--- config.mk ---
export PLATFORM = sky130hd
export DESIGN_NAME = t05_htree_builder
export DESIGN_NICKNAME = d
export VERILOG_FILES = /design/src/rtl/t05_htree_builder.sv
export SDC_FILE = /design/constraint.sdc
export NUM_CORES = 1
export LEC_CHECK = 0
export ABC_AREA = 1
export BUFFER_PORTS_ARGS = -buffer_cell sky130_fd_sc_hd__buf_4
export CAP_MARGIN = 10
export CORE_MARGIN = 2
export CORE_UTILIZATION = 40
export DETAILED_ROUTE_END_ITERATION = 7
export PLACE_DENSITY = 0.66
export SLEW_MARGIN = 10
export SYNTH_ARGS = -nofsm -noshare
export SYNTH_HDL_FRONTEND = slang
export SYNTH_SLANG_ARGS = --single-unit
--- constraint.sdc ---
create_clock -name clk -period 1.85 [get_ports clk]
set_input_delay 0.185 -clock clk [delete_from_list [all_inputs] [get_ports clk]]
set_output_delay 0.185 -clock clk [all_outputs]
set_load 0.1 [all_outputs]
--- src/rtl/t05_htree_builder.sv ---
// t05_htree_builder: turns the two least histogram entries into a Huffman node with four SRAM writes.
module t05_htree_builder #(
    parameter int ADDR_W     = 12,
    parameter int HISTO_BASE = 0,
    parameter int NODE_BASE  = 512,
    parameter int MAX_NODES  = 127
) (
    input  logic              clk,
    input  logic              nrst,
    input  logic [3:0]        en_state,
    input  logic [8:0]        least1,
    input  logic [8:0]        least2,
    input  logic [63:0]       sum,
    input  logic              mem_ack,
    output logic              mem_req,
    output logic [ADDR_W-1:0] mem_addr,
    output logic [63:0]       mem_wdata,
    output logic [6:0]        node_count,
    output logic              fin_state,
    output logic              tree_done,
    output logic              err
);
    typedef enum logic [2:0] {IDLE, CLR1, CLR2, WSUM, WNODE, DONE} state_t;
    localparam logic [8:0] NONE = 9'd384;
    state_t state, nxt;
    logic [8:0] l1_q, l2_q;
    logic [63:0] s_q;
    logic [ADDR_W-1:0] wr_addr;
    logic [63:0] wr_data;
    // sum slots sit right after the 256 char slots, so the 9-bit index is already the table offset
    always_comb begin
        wr_addr = state == CLR1 ? ADDR_W'(HISTO_BASE) + ADDR_W'(l1_q) :
                  state == CLR2 ? ADDR_W'(HISTO_BASE) + ADDR_W'(l2_q) :
                  state == WSUM ? ADDR_W'(HISTO_BASE) + ADDR_W'(256) + ADDR_W'(node_count) :
                                  ADDR_W'(NODE_BASE) + ADDR_W'(node_count);
        wr_data = state == WSUM  ? s_q :
                  state == WNODE ? {l1_q, l2_q, s_q[45:0]} : 64'd0;
        nxt     = state == CLR1 ? CLR2 :
                  state == CLR2 ? WSUM :
                  state == WSUM ? WNODE : DONE;
    end
    always_ff @(posedge clk or negedge nrst) begin
        if (!nrst) begin
            state      <= IDLE;
            l1_q       <= '0;
            l2_q       <= '0;
            s_q        <= '0;
            mem_req    <= 1'b0;
            mem_addr   <= '0;
            mem_wdata  <= '0;
            node_count <= '0;
            fin_state  <= 1'b0;
            tree_done  <= 1'b0;
            err        <= 1'b0;
        end else begin
            case (state)
                IDLE: if (en_state == 4'd3) begin
                    l1_q <= least1;
                    l2_q <= least2;
                    s_q  <= sum;
                    if (least1 == NONE || least2 == NONE || node_count == 7'(MAX_NODES)) begin
                        state     <= DONE;
                        fin_state <= 1'b1;
                        tree_done <= least1 != NONE && least2 == NONE;
                        err       <= least1 == NONE || (least2 != NONE && node_count == 7'(MAX_NODES));
                    end else begin
                        state <= CLR1;
                    end
                end
                DONE: if (en_state != 4'd3) begin
                    state     <= IDLE;
                    fin_state <= 1'b0;
                    tree_done <= 1'b0;
                    err       <= 1'b0;
                end
                // each write state spends one cycle with req low, then holds req until acked
                default: if (en_state != 4'd3) begin
                    state   <= IDLE;
                    mem_req <= 1'b0;
                end else if (!mem_req) begin
                    mem_req   <= 1'b1;
                    mem_addr  <= wr_addr;
                    mem_wdata <= wr_data;
                end else if (mem_ack) begin
                    mem_req <= 1'b0;
                    state   <= nxt;
                    if (state == WNODE) begin
                        node_count <= node_count + 7'd1;
                        fin_state  <= 1'b1;
                    end
                end
            endcase
            if (en_state == 4'd0) node_count <= '0;
        end
    end
endmodule

==> flow_metrics.py <==
metrics = {
    "final_layout": {
        "syn2layout_area_growth_pct": 38.68,
        "n_antenna_cell": 0,
        "instances_no_fill": 1229,
        "fin_util_pct": 56.02,
        "drive_above_1_share_pct": 29.40,
        "fin_nets": 1077,
    },
    "logic_synthesis": {
        "synth_edf_count": 0,
        "async_reset_ff_share_pct": 100.0,
        "syn-instance-count": 754,
        "synth.avg_cell_area_sq_um": 9.558,
        "ys.flop_type": "dfrtp_1",
        "ys_ff_latch": 170,
        "yosysTopAreaCell": "dfrtp_1",
        "netlist.area_leader.share_pct": 59.03,
        "synthesis.area_sq_um": 7207,
        "yosysSeqAreaShare_pct": 59.03,
        "yosysWarnings": 0,
        "synth.area.top_cells": "dfrtp_1, nand2_1, mux2_2, nand3_1, nor2_1",
        "synth_cell_types": 29,
    },
    "clock_tree": {
        "clk_path_buf_depth": 2,
        "cts_sinks": 170,
        "cts_tree": "done",
        "clk_latency_ps": 420,
        "cts_buffers": 17,
        "cts-htree-levels": 4,
        "cts-root-buf": "clkbuf_16",
        "cts_setup_buffers": 0,
        "clk_pin_slew_ps": 60,
    },
    "timing": {
        "slew_viol_final": 0,
        "hold_viol": 0,
        "finalCriticalPeriod_ps": 1691,
        "rsz0062_at_grt": "false",
        "fin_setup_tns_ps": 0,
        "fmax_mhz": 591.3,
        "finClkSkew_ps": 6.673,
        "fin_crit_sh_pct": 91.41,
        "setup_violations": 0,
    },
    "routing": {
        "routed_wirelength_microns": 18620,
        "ant_nets": 0,
        "vias": 5994,
        "post-route-drc-count": 0,
        "initialDrtViolationCount": 427,
        "viasPerCell": 4.877,
        "first_pass_iters": 4,
        "wl_per_cell_microns": 15.15,
    },
    "worst_setup_path": {
        "critPathRequiredTime_ps": 2150,
        "ff2ff_setup_slack_ps": 160,
        "rr_startpoint": "state[0]$_DFFE_PN0P_",
        "cp-startpoint": "state[0]$_DFFE_PN0P_",
        "end_kind": "flip-flop",
        "crit_arrival_ps": 1990,
        "worstSetupStartpointType": "flip-flop",
        "reg2regPathDepth": 6,
        "path_class": "flip-flop to flip-flop",
        "reg2reg_to": "l1_q[8]$_DFFE_PN0P_",
        "endpoint": "l1_q[8]$_DFFE_PN0P_",
        "crit_path_max_fanout": 34,
    },
    "floorplan": {
        "coreArea_sq_um": 17840,
        "initial_core_util_pct": 40.40,
        "die_w_microns": 138.2,
        "dieArea_sq_um": 19110,
        "std_cell_rows": 49,
        "ios": 176,
        "die_h_microns": 138.2,
    },
    "hold_path": {
        "hold_class": "primary input to flip-flop",
    },
    "global_routing": {
        "overflow": 0,
        "grt_usage_pct": 19.85,
        "first_global_vias": 5905,
        "grt_max_degree": 53,
        "grt_pass1_wl_microns": 30420,
        "antenna_found_initial": 0,
    },
    "power": {
        "irDropWorstVdd_mv": 1.079,
        "p_leak_uw": 0.005218,
        "power_per_cell_area_nw_per_um2": 1701,
        "finalPower_uw": 17000,
    },
    "status": {
        "status": "finished, final reports clean",
    },
    "place": {
        "dpl.cell_count": 1143,
        "portBuffers": 173,
        "place_hpwl_microns": 12470,
        "routabilityCongestion": 0.8242,
    },
    "flow_run": {
        "maxCapViolCount": 0,
    },
}
## how the worst min path moves through the flow
| stage | start | cells past startpoint | slack [ps] | end |
|---|---|---|---|---|
| final | sum[29] | 2 | 20 | s_q[29]$_DFFE_PN0P_ |
| after global routing | sum[34] | 2 | 0.2 | s_q[34]$_DFFE_PN0P_ |
| after CTS | sum[57] | 3 | 1 | s_q[57]$_DFFE_PN0P_ |
| after detailed placement | nrst | 1 | 100 | mem_wdata[10]$_DFFE_PN0P_ |
| after global placement | nrst | 1 | 100 | mem_wdata[10]$_DFFE_PN0P_ |
| after floorplan | nrst | 0 | -110 | err$_DFFE_PN0P_ |
## state kept, by name, summed over array words and instances, names as in the netlist
signal and flops:
mem_wdata 64, s_q 64, mem_addr 10, l1_q 9, l2_q 9, node_count 7
state 3, err 1, fin_state 1, mem_req 1, tree_done 1
## cells in the final DEF (no fill, tap or decap), types with 2 or more instances in the layout
| cell type | count |
|---|---|
| inv_6 | 4 |
| nor2_1 | 65 |
| nand3_1 | 63 |
| xor2_1 | 3 |
| nor2_2 | 3 |
| nand2_1 | 199 |
| conb_1 | 2 |
| a21oi_1 | 36 |
| bufinv_16 | 2 |
| nand2_2 | 2 |
| buf_12 | 9 |
| clkbuf_16 | 17 |
| o22ai_1 | 17 |
| inv_1 | 51 |
| dfrtp_1 | 163 |
| o31ai_1 | 3 |
| nor3_1 | 2 |
| o21ai_1 | 16 |
| inv_2 | 4 |
| o21ai_0 | 18 |
| clkinvlp_4 | 2 |
| nand4_1 | 5 |
| mux2_1 | 2 |
| clkinv_2 | 5 |
| dlygate4sd3_1 | 54 |
| buf_4 | 187 |
| dfrtp_2 | 7 |
| a31oi_1 | 3 |
| mux2_2 | 46 |
## cell type report
class	count	area (sq um)
inverters	55	206.4
clock buffers	18	439.2
repair buffers	251	2136
well taps	229	286.5
flip-flops and latches	170	4263
fillers	1570	7846
clock inverters	14	143.9
multi-input cells	492	2520
## cell usage after synthesis, types with 2 or more instances
library cell / n
nand2_1: 200
o22ai_1: 17
nand3_1: 64
mux2_2: 46
buf_6: 6
a31oi_1: 3
a21oi_1: 36
nand2_2: 2
xor2_1: 3
nand4_1: 5
mux2_1: 2
buf_4: 9
o21ai_0: 18
o31ai_1: 3
dfrtp_1: 170
o21ai_1: 16
inv_1: 51
inv_2: 4
nor2_2: 3
buf_2: 17
clkbuf_1: 6
nor2_1: 65
nor3_1: 2
## layer usage
| metal | vias to the layer above | part of all wire [%] | track usage (%) |
|---|---|---|---|
| met3 | 22 | 5.6 | 4.953 |
| li1 | 2920 | - | - |
| met2 | 192 | 47 | 32.02 |
| met5 | - | 0 | 0 |
| met1 | 2860 | 46 | 26.80 |
| met4 | 0 | 1.5 | 5.800 |
## where the power goes
group / switching [uW] / internal (uW) / total, uW
logic: 5700 / 1930 / 7630
registers: 716 / 5110 / 5830
clock network: 1520 / 2030 / 3550
total: 7930 / 9070 / 17000
## critical path, stage by stage (launching register included)
cell and delay, ps:
dfrtp_1 430, nor2_2 180, nand2_2 100, inv_1 170, nand2_4 130, buf_4 260
mux2_2 300
## per-stage QoR
step                hold slack (ps)  area [sq um]  setup slack, ps
detailed placement            95.33          8864            127.4
CTS                           1.204          9967            104.4
global route                 0.1715          9995            24.37
finish                        15.07          9995            158.9
global placement              96.13          8864            151.0
floorplan                    -110.6          7217            3.646
## repair_timing
item | 4_1_cts | 5_1_grt
resized for setup | 0 | 3
setup endpoints to repair | 0 | 48
hold buffers | 52 | 2
hold endpoints to repair | 118 | 2
## cells by family after synthesis
family,Yosys count,synth area share [%]
compound gates,94,7.014
xor+xnor,4,0.4862
fa+ha+maj,1,0.1736
buf+inv,93,6.232
flops,170,59.03
mux,48,7.500
other cells,1,0.05203
simple gates,343,19.51
No activity file was read; power rests on OpenSTA's default activity.
